<file path="src/rtl/led_frame_scheduler.sv">
// Frame controller for one WS2812B cube-face strip: latches orientations, walks the pixels
// through the colour mapper / serializer handshake, then enforces the latch gap.
module led_frame_scheduler #(
    parameter int NUM_LEDS       = 64,
    parameter int LATCH_CYCLES   = 2400,
    parameter int REFRESH_CYCLES = 400000,
    parameter int SER_TIMEOUT    = 4096
) (
    input  logic        clk,
    input  logic        reset,
    input  logic        enable,
    input  logic        orient_valid,
    input  logic [31:0] orient_in,
    input  logic        ser_done,
    output logic [7:0]  pix_index,
    output logic [31:0] pix_orient,
    output logic        pix_load,
    output logic        frame_busy,
    output logic        frame_done,
    output logic        pending,
    output logic        mc_done,
    output logic        ser_err
);

    localparam int CNT_MAX = (LATCH_CYCLES > SER_TIMEOUT) ? LATCH_CYCLES : SER_TIMEOUT;
    localparam int CNT_W   = $clog2(CNT_MAX + 1);
    localparam int REF_W   = (REFRESH_CYCLES > 0) ? $clog2(REFRESH_CYCLES + 1) : 1;

    localparam logic [7:0]       LAST_IDX     = 8'(NUM_LEDS - 1);
    localparam logic [CNT_W-1:0] LATCH_LAST   = CNT_W'(LATCH_CYCLES - 1);
    localparam logic [CNT_W-1:0] TIMEOUT_LAST = CNT_W'(SER_TIMEOUT - 1);
    localparam logic [REF_W-1:0] REF_MAX      = REF_W'(REFRESH_CYCLES);

    typedef enum logic [1:0] {
        IDLE  = 2'd0,
        FETCH = 2'd1,
        SEND  = 2'd2,
        LATCH = 2'd3
    } state_t;

    state_t             state_reg,     state_next;
    logic [31:0]        shadow_reg,    shadow_next;
    logic [31:0]        active_reg,    active_next;
    logic               pending_reg,   pending_next;
    logic [7:0]         idx_reg,       idx_next;
    logic [CNT_W-1:0]   cnt_reg,       cnt_next;
    logic [REF_W-1:0]   refresh_reg,   refresh_next;
    logic               mc_done_reg,   mc_done_next;
    logic               ser_err_reg,   ser_err_next;
    logic               frame_err_reg, frame_err_next;
    logic               refresh_due;
    logic               frame_start;
    logic               frame_done_c;

    // Saturated timer doubles as the "refresh due" flag; REFRESH_CYCLES of 0 disables it.
    assign refresh_due = (REFRESH_CYCLES != 0) && (refresh_reg == REF_MAX);

    always_ff @(posedge clk or negedge reset) begin
        if (!reset) begin
            state_reg     <= IDLE;
            shadow_reg    <= '0;
            active_reg    <= '0;
            pending_reg   <= 1'b0;
            idx_reg       <= '0;
            cnt_reg       <= '0;
            refresh_reg   <= '0;
            mc_done_reg   <= 1'b0;
            ser_err_reg   <= 1'b0;
            frame_err_reg <= 1'b0;
        end else begin
            state_reg     <= state_next;
            shadow_reg    <= shadow_next;
            active_reg    <= active_next;
            pending_reg   <= pending_next;
            idx_reg       <= idx_next;
            cnt_reg       <= cnt_next;
            refresh_reg   <= refresh_next;
            mc_done_reg   <= mc_done_next;
            ser_err_reg   <= ser_err_next;
            frame_err_reg <= frame_err_next;
        end
    end

    always_comb begin
        state_next     = state_reg;
        shadow_next    = shadow_reg;
        active_next    = active_reg;
        pending_next   = pending_reg;
        idx_next       = idx_reg;
        cnt_next       = cnt_reg;
        mc_done_next   = mc_done_reg;
        ser_err_next   = ser_err_reg;
        frame_err_next = frame_err_reg;
        frame_start    = 1'b0;
        frame_done_c   = 1'b0;

        case (state_reg)
            IDLE: begin
                if (enable && (pending_reg || refresh_due)) begin
                    frame_start    = 1'b1;
                    state_next     = FETCH;
                    active_next    = shadow_reg;
                    idx_next       = '0;
                    pending_next   = 1'b0;
                    frame_err_next = 1'b0;
                end
            end
            FETCH: begin
                cnt_next   = '0;
                state_next = SEND;
            end
            SEND: begin
                // A ser_done arriving on the timeout cycle still counts as success.
                if (ser_done) begin
                    if (idx_reg == LAST_IDX) begin
                        state_next = LATCH;
                        cnt_next   = '0;
                    end else begin
                        idx_next   = idx_reg + 8'd1;
                        state_next = FETCH;
                    end
                end else if (cnt_reg == TIMEOUT_LAST) begin
                    ser_err_next   = 1'b1;
                    frame_err_next = 1'b1;
                    state_next     = LATCH;
                    cnt_next       = '0;
                end else begin
                    cnt_next = cnt_reg + CNT_W'(1);
                end
            end
            LATCH: begin
                if (cnt_reg == LATCH_LAST) begin
                    frame_done_c = 1'b1;
                    state_next   = IDLE;
                    mc_done_next = ~pending_reg & ~frame_err_reg;
                end else begin
                    cnt_next = cnt_reg + CNT_W'(1);
                end
            end
            default: state_next = IDLE;
        endcase

        // A strobe overrides any same-cycle pending clear or completion report.
        if (orient_valid) begin
            shadow_next  = orient_in;
            pending_next = 1'b1;
            mc_done_next = 1'b0;
        end

        refresh_next = refresh_reg;
        if (frame_start) begin
            refresh_next = '0;
        end else if ((state_reg == IDLE) && (refresh_reg != REF_MAX)) begin
            refresh_next = refresh_reg + REF_W'(1);
        end
    end

    assign pix_index  = idx_reg;
    assign pix_orient = active_reg;
    assign pix_load   = (state_reg == FETCH);
    assign frame_busy = (state_reg != IDLE);
    assign frame_done = frame_done_c;
    assign pending    = pending_reg;
    assign mc_done    = mc_done_reg;
    assign ser_err    = ser_err_reg;

endmodule

</file>
<file path="config.mk">
export PLATFORM = sky130hd
export DESIGN_NAME = led_frame_scheduler
export DESIGN_NICKNAME = d
export VERILOG_FILES = /design/src/rtl/led_frame_scheduler.sv
export SDC_FILE = /design/constraint.sdc
export NUM_CORES = 1
export LEC_CHECK = 0
export ABC_AREA = 1
export CORE_MARGIN = 1
export CORE_UTILIZATION = 49
export DETAILED_ROUTE_END_ITERATION = 7
export PLACE_DENSITY = 0.74
export SLEW_MARGIN = 10
export SYNTH_ARGS = -nofsm -noshare
export SYNTH_HDL_FRONTEND = slang
export SYNTH_SLANG_ARGS = --single-unit
</file>
<file path="constraint.sdc">
create_clock -name clk -period 2.15 [get_ports clk]
set_input_delay 0.3225 -clock clk [delete_from_list [all_inputs] [get_ports clk]]
set_output_delay 0.3225 -clock clk [all_outputs]
set_load 0.03 [all_outputs]
</file>
==> impl_metrics.py <==
metrics = {
    "clock_tree": {
        "clkLatencyLatePin_ns": 0.39,
        "clockBufferDepth": 2,
        "root_buffer": "clkbuf_8",
        "cts_tree": "yes",
        "path_clk_slew_ns": 0.11,
        "htree_levels": 3,
        "cts_sinks": 110,
        "cts_buffers": 9,
    },
    "setup_path": {
        "crit_cells": 6,
        "path_cells": "ha_1, nand2_1, nor2_1, nand2_1, nor2_2, buf_4",
        "crit_path_top_delay_cell": "dfrtp_1",
        "path_buf_inv": 1,
        "worstReg2RegStart": "pix_index[0]$_DFFE_PN0P_",
        "r2r_cells": 7,
        "max_stage_delay_ns": 0.41,
        "r2r-end": "cnt_reg[2]$_DFFE_PN0P_",
        "reg2reg_setup_slack_ns": 0.26,
        "end_kind": "output port",
        "crit_fanout": 4,
        "cp_data_arrival_time_ns": 1.68,
        "cpMostUsedCell": "nand2_1",
        "path_class": "register to output port",
        "worstSetupStartpointType": "register",
        "required_ns": 1.83,
        "critical-path-top-delay-family": "simple AND/OR/NAND/NOR gates",
    },
    "power_and_ir_drop": {
        "power_density_nw_per_um2": 567.6,
        "peakVddDrop_uv": 537.2,
        "p_leak_nw": 3.308,
    },
    "finish": {
        "area_growth_syn_to_layout_pct": 23.39,
        "num_antenna_cells": 0,
        "seq_area_sq_um": 2753,
        "num-nets-final": 819,
        "multiInputGateArea_sq_um": 2205,
        "final_util_pct": 61.95,
        "drive_gt1_share_pct": 6.897,
        "n_fill_cell": 964,
    },
    "timing": {
        "clock-skew-final_ns": 0.006696,
        "fmax_ghz": 0.4988,
        "finalCritPeriodShare_pct": 93.24,
        "finalMaxSlewViolations": 0,
        "final_hold_viol_count": 0,
        "finalCriticalPeriod_ns": 2.005,
        "setup_viol_count_final": 0,
        "slew_headroom_pct": 52.34,
        "rsz0062_at_grt": "false",
        "fin_setup_tns_ns": 0,
        "worstMarginPinSlew_ns": 0.6969,
    },
    "route": {
        "wl_per_cell_um": 13.91,
        "num_vias": 4777,
        "drc": 0,
        "wirelength_um": 12840,
        "postRouteAntennaNets": 0,
        "drtPass1Iterations": 5,
        "viasPerCell": 5.176,
        "drtIter0Drc": 340,
    },
    "synthesis": {
        "synthDistinctLibCells": 33,
        "synth-seq-cells": 110,
        "syn_avg_cell_area_sq_um": 7.831,
        "syn_inst": 692,
        "syn-num-nets": 733,
        "synth_top_cell_by_area": "dfrtp_1",
        "synth.cell_area_sq_um": 5419,
        "yosysSeqAreaShare_pct": 50.80,
        "yosysTopAreaCellShare_pct": 50.80,
        "synthTopCellsByArea": "dfrtp_1 51%, nand2_1 15%, o21ai_0 6.5%",
        "synth_warnings": 0,
    },
    "placed_design": {
        "port_buffers": 82,
        "place.gp.congestion": 0.9618,
        "post-dp-hpwl_um": 9390,
    },
    "global_routing": {
        "grt_pass1_wl_um": 22180,
        "track_usage_pct": 24.82,
        "antenna_found_initial": 0,
        "grt_start_max_net_pins": 78,
        "first_global_vias": 4695,
        "grt.overflow.total": 0,
    },
    "die": {
        "ios": 83,
        "initial_core_util_pct": 50.21,
        "die_w_um": 107.2,
        "core_area_sq_um": 10790,
        "die_h_um": 107.2,
        "fp-row-count": 38,
        "die_area_sq_um": 11480,
    },
    "flow_run": {
        "drv_cap": 0,
    },
    "outcome": {
        "status": "completed",
    },
    "min_path": {
        "min_path_type": "primary input to asynchronous set/reset pin",
    },
}
report_power, final:
part / switching, mW / total, mW / internal (mW)
clock network: 0.769 / 1.45 / 0.684
registers: 0.0140 / 2.13 / 2.12
logic: 0.115 / 0.208 / 0.0930
total: 0.898 / 3.80 / 2.90
cell type report:
cell class              instances  area share (%)
flip-flops and latches        110           41.17
multi-input cells             470           32.97
repair buffers                 98           14.67
inverters                      89           4.996
well taps                     140           2.620
clock buffers                   9           1.853
clock inverters                 7           1.722
cell usage in the layout, fill, tap and decap left out, types with 13 or more instances in the layout:
| cell type | count |
|---|---|
| nand2_1 | 210 |
| dfrtp_1 | 110 |
| inv_1 | 87 |
| clkdlybuf4s50_1 | 77 |
| o21ai_0 | 70 |
| nor2_1 | 64 |
| nand3_1 | 52 |
| nand4_1 | 17 |
| buf_4 | 13 |
worst max-delay path by stage:
stage	startpoint	endpoint	slack (ns)
global route	cnt_reg[1]$_DFFE_PN0P_	frame_done	0.03
detailed placement	pix_index[0]$_DFFE_PN0P_	cnt_reg[2]$_DFFE_PN0P_	0.13
floorplan	cnt_reg[0]$_DFFE_PN0P_	mc_done$_DFFE_PN0P_	0.25
global placement	pix_index[0]$_DFFE_PN0P_	cnt_reg[2]$_DFFE_PN0P_	0.24
finish	cnt_reg[1]$_DFFE_PN0P_	frame_done	0.15
CTS	cnt_reg[1]$_DFFE_PN0P_	frame_done	0.06
timing repair:
action / in CTS / in global routing
resized for setup: 2 / 2
setup endpoints to repair: 3 / 11
buffers inserted: 1 / 0
endpoints found under the hold margin: 31 / 0
hold buffers: 1 / 0
synthesized netlist by cell type, drive strengths merged:
cell     count
nand2      212
dfrtp      110
inv         89
o21ai       73
nor2        69
nand3       59
nand4       17
buf         12
clkbuf      11
xor2         9
nor3         7
ha           4
a21oi        3
or2          3
a31oi        2
nor3b        2
o2111ai      2
o21bai       2
a2111oi      1
a21boi       1
a21o         1
and2         1
nand3b       1
xnor2        1
cells by family (layout without fill, tap and decap cells):
logic type	count (synthesis)	in the layout	synth area share, %
buf+inv	112	203	8.659
flops	110	110	50.80
simple gates	371	371	29.51
fa+ha+maj	4	4	0.9236
compound gates	85	85	8.497
xor+xnor	10	10	1.616
layer usage:
layer	global-route usage [%]	wire (um)	vias to the layer above
li1	-	-	2358
met1	31.54	5481	2242
met2	39.77	6123	153
met3	8.024	980	24
met4	8.708	250	0
met5	0	0	-
per-stage QoR:
stage	area [sq um]	setup slack (ns)	total power [mW]	cells	hold slack (ns)
global route	6686	0.02720	3.944	923	0.4464
global placement	6425	0.2426	2.376	905	0.2969
finish	6686	0.1453	3.795	923	0.4030
CTS	6679	0.05582	3.852	923	0.4017
floorplan	5419	0.2534	2.243	692	0.02691
detailed placement	6425	0.1252	2.387	905	0.3054
(Power assumes the default switching activity.)
